==> src/rtl/piso_serializer.sv <==
// Parallel-in serial-out frame transmitter with one-entry holding register.
// Define PISO_PARITY_EN to append an even-parity cell to every frame.
module piso_serializer #(
  parameter int WIDTH      = 4,
  parameter bit MSB_FIRST  = 1'b1,
  parameter int GAP_CYCLES = 1
) (
  input  logic             clk,
  input  logic             clear_n,
  input  logic [WIDTH-1:0] din,
  input  logic             din_valid,
  output logic             din_ready,
  output logic             so,
  output logic             so_en,
  output logic             frame_start,
  output logic             done,
  output logic             busy
);

  localparam int BW = $clog2(WIDTH);
  localparam int GW = (GAP_CYCLES < 2) ? 1 : $clog2(GAP_CYCLES + 1);
  localparam logic [BW-1:0] BIT_LAST = BW'(WIDTH - 1);
  localparam logic [GW-1:0] GAP_LAST =
    GW'((GAP_CYCLES > 0) ? GAP_CYCLES - 1 : 0);

  typedef enum logic [1:0] {
    IDLE  = 2'd0,
    SHIFT = 2'd1,
`ifdef PISO_PARITY_EN
    PAR   = 2'd2,
`endif
    GAP   = 2'd3
  } state_t;

  state_t           state_q, state_d;
  logic [WIDTH-1:0] sh_q, sh_d;
  logic [WIDTH-1:0] hold_q;
  logic             hold_full_q, hold_full_d;
  logic [BW-1:0]    bit_cnt_q, bit_cnt_d;
  logic [GW-1:0]    gap_cnt_q, gap_cnt_d;
  logic             load;
  logic             so_d, so_en_d, fs_d, done_d, busy_d;
`ifdef PISO_PARITY_EN
  logic             par_q, par_d;
`endif

  always_ff @(posedge clk or negedge clear_n) begin
    if (!clear_n) state_q <= IDLE;
    else          state_q <= state_d;
  end

  // load = end of a frame (or idle) with a word waiting in the holding register
  always_comb begin
    state_d   = state_q;
    sh_d      = sh_q;
    bit_cnt_d = bit_cnt_q;
    gap_cnt_d = gap_cnt_q;
    load      = 1'b0;
`ifdef PISO_PARITY_EN
    par_d     = par_q;
`endif
    unique case (state_q)
      IDLE: load = hold_full_q;
      SHIFT: begin
        if (bit_cnt_q != BIT_LAST) begin
          bit_cnt_d = bit_cnt_q + 1'b1;
          sh_d = MSB_FIRST ? (sh_q << 1) : (sh_q >> 1);
        end else begin
`ifdef PISO_PARITY_EN
          state_d = PAR;
`else
          if (GAP_CYCLES > 0) begin
            state_d   = GAP;
            gap_cnt_d = '0;
          end else begin
            state_d = IDLE;
            load    = hold_full_q;
          end
`endif
        end
      end
`ifdef PISO_PARITY_EN
      PAR: begin
        if (GAP_CYCLES > 0) begin
          state_d   = GAP;
          gap_cnt_d = '0;
        end else begin
          state_d = IDLE;
          load    = hold_full_q;
        end
      end
`endif
      GAP: begin
        if (gap_cnt_q != GAP_LAST) begin
          gap_cnt_d = gap_cnt_q + 1'b1;
        end else begin
          state_d = IDLE;
          load    = hold_full_q;
        end
      end
      default: state_d = IDLE;
    endcase
    if (load) begin
      state_d   = SHIFT;
      sh_d      = hold_q;
      bit_cnt_d = '0;
`ifdef PISO_PARITY_EN
      par_d     = ^hold_q;
`endif
    end
    hold_full_d = hold_full_q;
    if (load)                          hold_full_d = 1'b0;
    else if (din_valid && !hold_full_q) hold_full_d = 1'b1;
  end

  // outputs describe the cell entered on the coming edge
  always_comb begin
    so_d    = 1'b0;
    so_en_d = 1'b0;
    fs_d    = 1'b0;
    done_d  = 1'b0;
    unique case (state_d)
      SHIFT: begin
        so_d    = MSB_FIRST ? sh_d[WIDTH-1] : sh_d[0];
        so_en_d = 1'b1;
        fs_d    = (bit_cnt_d == '0);
`ifndef PISO_PARITY_EN
        done_d  = (bit_cnt_d == BIT_LAST);
`endif
      end
`ifdef PISO_PARITY_EN
      PAR: begin
        so_d    = par_d;
        so_en_d = 1'b1;
        done_d  = 1'b1;
      end
`endif
      default: ;
    endcase
    busy_d = (state_d != IDLE) || hold_full_d;
  end

  always_ff @(posedge clk or negedge clear_n) begin
    if (!clear_n) begin
      sh_q        <= '0;
      hold_q      <= '0;
      hold_full_q <= 1'b0;
      bit_cnt_q   <= '0;
      gap_cnt_q   <= '0;
      so          <= 1'b0;
      so_en       <= 1'b0;
      frame_start <= 1'b0;
      done        <= 1'b0;
      busy        <= 1'b0;
`ifdef PISO_PARITY_EN
      par_q       <= 1'b0;
`endif
    end else begin
      sh_q        <= sh_d;
      hold_full_q <= hold_full_d;
      bit_cnt_q   <= bit_cnt_d;
      gap_cnt_q   <= gap_cnt_d;
      so          <= so_d;
      so_en       <= so_en_d;
      frame_start <= fs_d;
      done        <= done_d;
      busy        <= busy_d;
`ifdef PISO_PARITY_EN
      par_q       <= par_d;
`endif
      if (din_valid && !hold_full_q) hold_q <= din;
    end
  end

  assign din_ready = !hold_full_q;

endmodule

==> config.mk <==
export PLATFORM = sky130hd
export DESIGN_NAME = piso_serializer
export DESIGN_NICKNAME = d
export VERILOG_FILES = /design/src/rtl/piso_serializer.sv
export SDC_FILE = /design/constraint.sdc
export NUM_CORES = 1
export LEC_CHECK = 0
export BUFFER_PORTS_ARGS = -buffer_cell sky130_fd_sc_hd__clkbuf_2
export CAP_MARGIN = 20
export CORE_ASPECT_RATIO = 0.8
export CORE_UTILIZATION = 40
export CTS_BUF_LIST = sky130_fd_sc_hd__clkbuf_16
export DETAILED_ROUTE_END_ITERATION = 10
export PLACE_DENSITY_LB_ADDON = 0.2
export SLEW_MARGIN = 40
export SYNTH_ARGS = -nofsm -noshare
export SYNTH_HDL_FRONTEND = slang
export SYNTH_SLANG_ARGS = --single-unit
==> constraint.sdc <==
create_clock -name clk -period 1.7 [get_ports clk]
set_clock_uncertainty 0.15 [all_clocks]
set_input_delay 0.085 -clock clk [delete_from_list [all_inputs] [get_ports clk]]
set_output_delay 0.085 -clock clk [all_outputs]
set_load 0.005 [all_outputs]
==> flow_metrics.tcl, run 1 <==
set metrics [dict create \
    crit_top_cell "mux2_4" \
    power_mw 2.60 \
    num_rows 14 \
    avgSynthCellArea_sq_um 12.6 \
    slowest_stage "dfrtp_1" \
    die_h_microns 42.8 \
    grt_usage_pct 18.2 \
    slew_violations 0 \
    crit_type "reg -> reg" \
    syn_to_final_growth_pct 53.6 \
    nNetsFinal 114 \
    p_sw_share_pct 32.9 \
    hpwl_mm 1.08 \
    met2_wirelength_microns 830 \
    fin_setup_tns_ps -76.2 \
    grt_pass1_vias 600 \
    slew_headroom_pct 69.2 \
    vias 597 \
    numCtsBuffers 3 \
    arrival_ps 1720 \
    fin_crit_ps 1730 \
    coreArea_sq_um 1910 \
    hold_viol 0 \
    cts_tree "built" \
    gp_congestion 0.741 \
    finalCritPeriodShare_pct 102 \
    dieArea_sq_um 2260 \
    cp_max_fo 4 \
    p_switching_mw 0.856 \
    syn-instance-count 66 \
    met3_length_microns 68 \
    grt_pass1_wl_mm 2.77 \
    seqPwrFrac_pct 29.8 \
    cp.required_ps 1680 \
    htreeDepth 1 \
    status "complete, but fails checks" \
    drc_errors 0 \
    clk_path_buf_depth 2 \
    final_util_pct 66.8 \
    pwr-share-comb_pct 52.4 \
    cts_num_sinks 18 \
    diodes 0 \
    synth_area_sq_um 831 \
    seqCellArea_sq_um 452 \
    seq_area_frac_synth_pct 54.2 \
    initial_core_util_pct 43.5 \
    end_kind "flop" \
    fp.dieW_microns 53.0 \
    violations "negative setup slack" \
    drv_cap 0 \
    timing.final.ws_setup_ps -32.5 \
    internal-power_mw 1.75 \
    synth_cell_types 24 \
    routed_wl_mm 1.64 \
    crit_chain "inv_2 > ha_4 > a21boi_4 > mux2_4 > mux2_4" \
    multi_input_area_sq_um 464 \
    grt_overflow_total 0 \
    met1_length_microns 712 \
    ir_drop_v 0.00131 \
    first_iter_violations 2 \
    top_level_ports 13 \
    antenna_found_initial 0 \
    wl_per_cell_microns 13.1 \
    critPathLaunchType "flop" \
    via_per_inst 4.78 \
    p_clk_share_pct 17.8 \
    clockRootBuffer "clkbuf_16" \
    synth_nets 78 \
    clk_pin_slew_worst_paths_ps 50 \
    num-fill-cells 153 \
    ys_seq_elements 18 \
    drt-pass1-iter-count 2 \
    fmax_mhz 577 \
    tightest_slew_ps 461 \
    setup_viol 4 \
    p_per_area_nw_per_um2 2040 \
    top_layer "met4" \
    ys_warn_count 0 \
    grt_setup_unrepaired "yes" \
    cpPeakStageDelay_ps 380 \
    hp-class "in -> async" \
    grt_max_degree 19 \
    drive_gt1_share_pct 57.4 \
    insertion_delay_ps 250 \
    portBuffers 12 \
    antenna_left 0 \
    timing.hold.ws_ps 169 \
    instances_no_fill 125 \
    power.leakage_nw 0.594 \
    dp_cells 112 \
]
through the flow:
step / setup slack (ps) / cell area [sq um]
floorplan: -88.8 / 863
detailed placement: -112 / 1020
CTS: -49.9 / 1230
finish: -32.5 / 1280
global placement: -79.2 / 1020
global route: -75.6 / 1280
cell usage in the layout (no fill, tap or decap), types with 2 or more instances in the layout:
master	instances
dfrtp_1	17
clkbuf_2	12
buf_4	11
dlygate4sd3_1	6
nor2_1	5
mux2_4	5
inv_2	3
nand2_1	3
mux2_2	3
ha_4	3
clkbuf_16	3
buf_6	3
nor2_2	2
nor3_1	2
o31ai_2	2
or4_4	2
nor2b_1	2
routing by layer:
metal	GRT usage, %	up-vias
li1	-	304
met1	22.9	276
met2	28.6	13
met3	6.45	4
met4	6.32	0
met5	0	-
flip-flops by register name, summed over array words and instances (netlist names), 2 cells and up:
register / flops
hold_q: 4
sh_q: 4
bit_cnt_q: 2
state_q: 2
cells by family after synthesis:
kind of cell / share of synthesized area [%]
AOI/OAI and AO/OA: 6.47
and+or+nand+nor: 14.0
buffers and inverters: 3.16
muxes: 14.6
DFF: 54.2
adders and majority gates: 7.53
worst paths after layout:
kind	to	depth (start not counted)	start	slack [ps]
max in group asynchronous	state_q[0]	2	clear_n	880
setup reg to reg	sh_q[2]	5	state_q[1]	-30
hold / removal	bit_cnt_q[0]	2	clear_n	170
hold reg to reg	sh_q[0]	1	hold_q[0]	350
setup / recovery	sh_q[2]	5	state_q[1]	-30
min in group clk	sh_q[0]	1	hold_q[0]	350
worst max-delay path: cells and delay by family (launching register included):
kind,cells,cell delay [ps]
adder cells (fa/ha/maj),1,160
flip-flops,1,380
buffers and inverters,1,120
multiplexers,2,570
AO/OA/AOI/OAI,1,230
cell type report:
class                      count  share of cell area, %
multi-input combinational     43                   36.4
tap                           24                   2.35
timing repair buffer          32                   18.5
clock inverter                 1                  0.294
sequential                    18                   35.4
clock buffer                   3                   5.88
inverter                       4                   1.18
power groups by stage:
stage                     Combinational, mW  Sequential [mW]  Clock, mW
after floorplan                       0.695            0.751          0
after global placement                 1.04            0.755          0
after detailed placement               1.06            0.761          0
after CTS                              1.25            0.758      0.477
after global routing                   1.49            0.810      0.492
final                                  1.36            0.776      0.462
cells in the mapped netlist (all sizes together):
| master | n | area, sq um |
|---|---|---|
| and2 | 1 | 7.51 |
| o21ai | 1 | 5.00 |
| nor3 | 2 | 10.0 |
| inv | 4 | 15.0 |
| mux2i | 2 | 20.0 |
| or2b | 1 | 7.51 |
| ha | 5 | 62.6 |
| a21boi | 1 | 11.3 |
| dfrtp | 18 | 450 |
| mux2 | 8 | 101 |
| nor4b | 1 | 8.76 |
| buf | 1 | 11.3 |
| o41ai | 1 | 8.76 |
| o31ai | 2 | 15.0 |
| or3 | 1 | 6.26 |
| a21oi | 1 | 5.00 |
| nand4b | 1 | 8.76 |
| nor2 | 7 | 26.3 |
| or4 | 2 | 17.5 |
| o311ai | 1 | 8.76 |
| nand2 | 3 | 11.3 |
| nor2b | 2 | 12.5 |
what timing repair did:
| item | CTS | global route |
|---|---|---|
| resized for setup | 12 | 9 |
| hold buffers | 6 | 0 |
| setup endpoints to repair | 8 | 7 |
| endpoints found under the hold margin | 24 | 0 |
| pin swaps | 1 | 1 |
| buffers inserted | 2 | 1 |
Note: power is estimated with default switching activity, not from simulation.
==> inputs of run 2 (changes only) <==
==> constraint.sdc (replaced) <==
create_clock -name clk -period 1.7 [get_ports clk]
set_clock_uncertainty 0.15 [all_clocks]
set_input_delay 0.255 -clock clk [delete_from_list [all_inputs] [get_ports clk]]
set_output_delay 0.255 -clock clk [all_outputs]
set_load 0.005 [all_outputs]
==> run 2 against run 1 <==
Against the previous run: maximum frequency about the same; clock-buffer cell count is the same; critical path depth stayed put; sequential power barely moved; largest power group unchanged; worst hold slack got worse by 110 ps; routed wire length shrank 0.49%; the flow still finishes with violations (negative setup slack); final cell count shrank 4.0%; sequential cell count stayed put; via count shrank 3.5%; die area unchanged.
==> flow_metrics.tcl, run 2 (synthesized netlist as in run 1, its figures left out) <==
set metrics [dict create \
    power_mw 2.60 \
    reg2reg_slack_ps -30 \
    ir_drop_v 0.00131 \
    clk_pin_slew_worst_paths_ps 50 \
    numCtsBuffers 3 \
    final_util_pct 64.2 \
    die_h_microns 42.8 \
    p_sw_share_pct 33.1 \
    cp_max_fo 4 \
    grt_max_degree 19 \
    internal-power_mw 1.74 \
    wl_per_cell_microns 13.6 \
    top_level_ports 13 \
    portBuffers 12 \
    antenna_left 0 \
    grt_overflow_total 0 \
    clk_path_buf_depth 2 \
    crit_type "reg -> reg" \
    post_dp_cell_area_sq_um 1020 \
    clockRootBuffer "clkbuf_16" \
    gr-usage-met3_pct 6.45 \
    fmax_mhz 577 \
    p_per_area_nw_per_um2 2120 \
    met1_usage_pct 22.4 \
    slew_headroom_pct 69.5 \
    setup_viol 4 \
    cts_tree "built" \
    initial_core_util_pct 43.5 \
    grt.busiest_layer "met2" \
    coreArea_sq_um 1910 \
    slowest_stage "dfrtp_1" \
    p_switching_mw 0.861 \
    slew_violations 0 \
    num-fill-cells 160 \
    final_area_sq_um 1230 \
    fin_crit_ps 1730 \
    drive_gt1_share_pct 60.4 \
    p_clk_share_pct 17.8 \
    grt_pass1_wl_mm 2.68 \
    nNetsFinal 109 \
    drt-pass1-iter-count 2 \
    instances_no_fill 120 \
    post-place-ws_ps -112 \
    grt_util_met2_pct 27.3 \
    final_common_cell "dfrtp_1" \
    seqCellArea_sq_um 452 \
    pwr-share-comb_pct 52.4 \
    dieArea_sq_um 2260 \
    fin_setup_tns_ps -97.9 \
    first_iter_violations 4 \
    crit_top_cell "mux2_4" \
    dp_cells 112 \
    finalCritPeriodShare_pct 102 \
    critPathLaunchType "flop" \
    arrival_ps 1720 \
    num_rows 14 \
    fp.dieW_microns 53.0 \
    grt_pass1_vias 572 \
    timing.final.ws_setup_ps -32.7 \
    insertion_delay_ps 250 \
    hp-class "in -> reg" \
    grt_setup_unrepaired "yes" \
    hold_viol 0 \
    power.leakage_nw 0.573 \
    grt_usage_pct 17.7 \
    violations "negative setup slack" \
    gp_congestion 0.741 \
    crit_buf_inv 1 \
    seqPwrFrac_pct 29.8 \
    tightest_slew_ps 457 \
    routed_wl_mm 1.63 \
    timing.hold.ws_ps 63.3 \
    drc_errors 0 \
    multi_input_area_sq_um 464 \
    drv_cap 0 \
    htreeDepth 1 \
    vias 576 \
    syn_to_final_growth_pct 47.6 \
    cp.required_ps 1680 \
    hpwl_mm 1.08 \
    top_regs "hold_q (4), sh_q (4)" \
    crit_chain "inv_2 > ha_4 > a21boi_4 > mux2_4 > mux2_4" \
    antenna_found_initial 0 \
    status "complete, but fails checks" \
    layout_common_cells "dfrtp_1, clkbuf_2, buf_4, nor2_1, mux2_4" \
    cpPeakStageDelay_ps 380 \
    via_per_inst 4.80 \
    end_kind "flop" \
    diodes 0 \
    crit_family "multiplexers" \
    cts_num_sinks 18 \
]
run 2: cell types whose count changed in the layout (fill, tap and decap cells not counted):
cell	change
dlygate4sd3_1	-5
run 2: metal layers:
metal / routed length [microns] / vias up
met3: 78 / 4
met1: 692 / 267
li1: - / 292
met5: 0 / -
met2: 831 / 13
met4: 23 / 0
run 2: worst paths after layout:
check | startpoint | to | cells after the start
hold / removal | din[3] | hold_q[3] | 3
max in group asynchronous | clear_n | state_q[0] | 2
setup / recovery | state_q[1] | sh_q[2] | 5
min in group asynchronous | clear_n | bit_cnt_q[0] | 2
setup reg to reg | state_q[1] | sh_q[2] | 5
hold reg to reg | hold_q[0] | sh_q[0] | 1
run 2: cell type report:
cell class / instances / area share (%)
clock inverters: 1 / 0.306
clock buffers: 3 / 6.12
multi-input cells: 43 / 37.9
repair buffers: 27 / 15.2
inverters: 4 / 1.22
well taps: 24 / 2.45
flip-flops and latches: 18 / 36.8
run 2: repair_timing:
action	in CTS	in global routing
setup buffers	2	1
endpoints found under the hold margin	18	0
gates resized for setup	12	9
hold buffers	1	0
pin swaps	1	1
setup endpoints to repair	8	7
run 2: power by group through the flow:
stage	combinational (mW)	sequential [mW]	clock, mW
after CTS	1.24	0.758	0.477
after global placement	1.04	0.755	0
after detailed placement	1.06	0.761	0
final	1.36	0.776	0.463
after floorplan	0.695	0.751	0
after global routing	1.48	0.810	0.492
run 2: worst register-to-register path: cells and delay by family (launching register included):
family,cells,cell delay [ps]
fa+ha+maj,1,160
flops,1,380
mux,2,570
buf+inv,1,120
compound gates,1,230
==> inputs of run 3 (changes only) <==
Settings changed: CORE_MARGIN set to 5, CORE_UTILIZATION 40 to 30.
==> run 3 against run 2 <==
Against the previous run: highest routed layer is now met3; critical path depth shrank 1; final cell count grew 5.8%; largest power group unchanged; the run still ends with negative setup slack left; critical endpoint is now sh_q[0]; critical path type unchanged; clock-buffer cell count is the same.
==> flow_metrics.tcl, run 3 (synthesized netlist as in run 1, its figures left out) <==
set metrics [dict create \
    gp_congestion 0.729 \
    crit_type "reg -> reg" \
    fp.dieW_microns 68.8 \
    top_regs "hold_q (4), sh_q (4)" \
    end_kind "flop" \
    fin_setup_tns_ps -103 \
    internal-power_mw 1.64 \
    first_iter_violations 22 \
    nNetsFinal 102 \
    cts_num_sinks 18 \
    numCtsBuffers 3 \
    slew_headroom_pct 63.9 \
    final_util_pct 43.9 \
    dp_cells 122 \
    p_per_area_nw_per_um2 2100 \
    grt_usage_pct 9.05 \
    grt_max_degree 19 \
    diodes 0 \
    final_common_cell "dfrtp_1" \
    grt_overflow_total 0 \
    tightest_slew_ps 539 \
    initial_core_util_pct 30.8 \
    p_switching_mw 0.849 \
    drive_gt1_share_pct 55.1 \
    antenna_found_initial 0 \
    cp.required_ps 1680 \
    portBuffers 12 \
    seqPwrFrac_pct 30.8 \
    drt-pass1-iter-count 4 \
    p_clk_share_pct 18.9 \
    finalCritPeriodShare_pct 102 \
    pwr-share-comb_pct 50.3 \
    hold_viol 0 \
    drv_cap 0 \
    slew_violations 0 \
    top_level_ports 13 \
    grt_setup_unrepaired "yes" \
    vias 557 \
    via_per_inst 4.39 \
    dieArea_sq_um 3930 \
    timing.hold.ws_ps 73.8 \
    post_cts_buffers 0 \
    cts_tree "built" \
    timing.final.ws_setup_ps -39.8 \
    post-place-ws_ps -101 \
    cp_max_fo 6 \
    coreArea_sq_um 2700 \
    ir_drop_v 0.000710 \
    antenna_left 0 \
    arrival_ps 1720 \
    instances_no_fill 127 \
    setup_viol 3 \
    power.leakage_nw 0.547 \
    routed_wl_mm 1.60 \
    critPathLaunchType "flop" \
    fmax_mhz 575 \
    die_h_microns 57.1 \
    htreeDepth 1 \
    clk_pin_slew_worst_paths_ps 50 \
    clockRootBuffer "clkbuf_16" \
    syn_to_final_growth_pct 42.6 \
    clk_path_buf_depth 2 \
    hpwl_mm 1.18 \
    num_rows 17 \
    grt_pass1_vias 584 \
    status "complete, but fails checks" \
    hp-class "in -> reg" \
    p_sw_share_pct 34.2 \
    drc_errors 0 \
    grt_pass1_wl_mm 2.64 \
    insertion_delay_ps 250 \
    wl_per_cell_microns 12.6 \
    fin_crit_ps 1740 \
    layout_common_cells "dfrtp_1, clkbuf_2, nor2_1, mux2_4, buf_4" \
    violations "negative setup slack" \
]
## run 3: what timing repair did
action	4_1_cts	5_1_grt
hold endpoints to repair	18	0
pin swaps	0	2
endpoints found under the setup margin	8	8
gates resized for setup	10	9
hold buffers	1	0
gates cloned	0	0
## run 3: power groups by stage
| stage | Combinational (mW) | Sequential (mW) | Clock [mW] |
|---|---|---|---|
| CTS | 1.13 | 0.751 | 0.480 |
| detailed placement | 1.01 | 0.756 | 0 |
| global route | 1.36 | 0.792 | 0.491 |
| global placement | 0.990 | 0.751 | 0 |
| finish | 1.25 | 0.764 | 0.469 |
| floorplan | 0.695 | 0.751 | 0 |
## run 3: layer usage
layer,global-route usage [%],routed length [microns]
met1,12.0,751
met2,14.0,778
met3,3.54,71
met4,1.67,0
met5,0,0
## run 3: worst paths after layout
check / startpoint / slack (ps) / cells after the start / to
max reg2reg: state_q[0] / -40 / 4 / sh_q[0]
max in group asynchronous: clear_n / 750 / 2 / so
min: din[3] / 70 / 3 / hold_q[3]
max: state_q[0] / -40 / 4 / sh_q[0]
min in group asynchronous: clear_n / 330 / 2 / state_q[0]
min reg2reg: hold_q[0] / 350 / 1 / hold_q[0]
## run 3: final cells by class
cell class	instances	area, sq um
flip-flops and latches	18	450
inverters	4	15.0
clock inverters	1	3.75
multi-input cells	43	463
fillers	271	1520
well taps	38	47.5
clock buffers	3	75.1
repair buffers	20	130
## run 3: worst max-delay path, stage by stage (launching register included)
cell,delay (ps)
dfrtp_1,400
inv_2,110
ha_4,220
or3_4,420
mux2_4,310
## run 3: metrics by stage
stage / total power [mW] / area [sq um]
final: 2.48 / 1180
after CTS: 2.36 / 1150
after global placement: 1.74 / 1010
after detailed placement: 1.77 / 1010
after global routing: 2.65 / 1180
after floorplan: 1.45 / 863
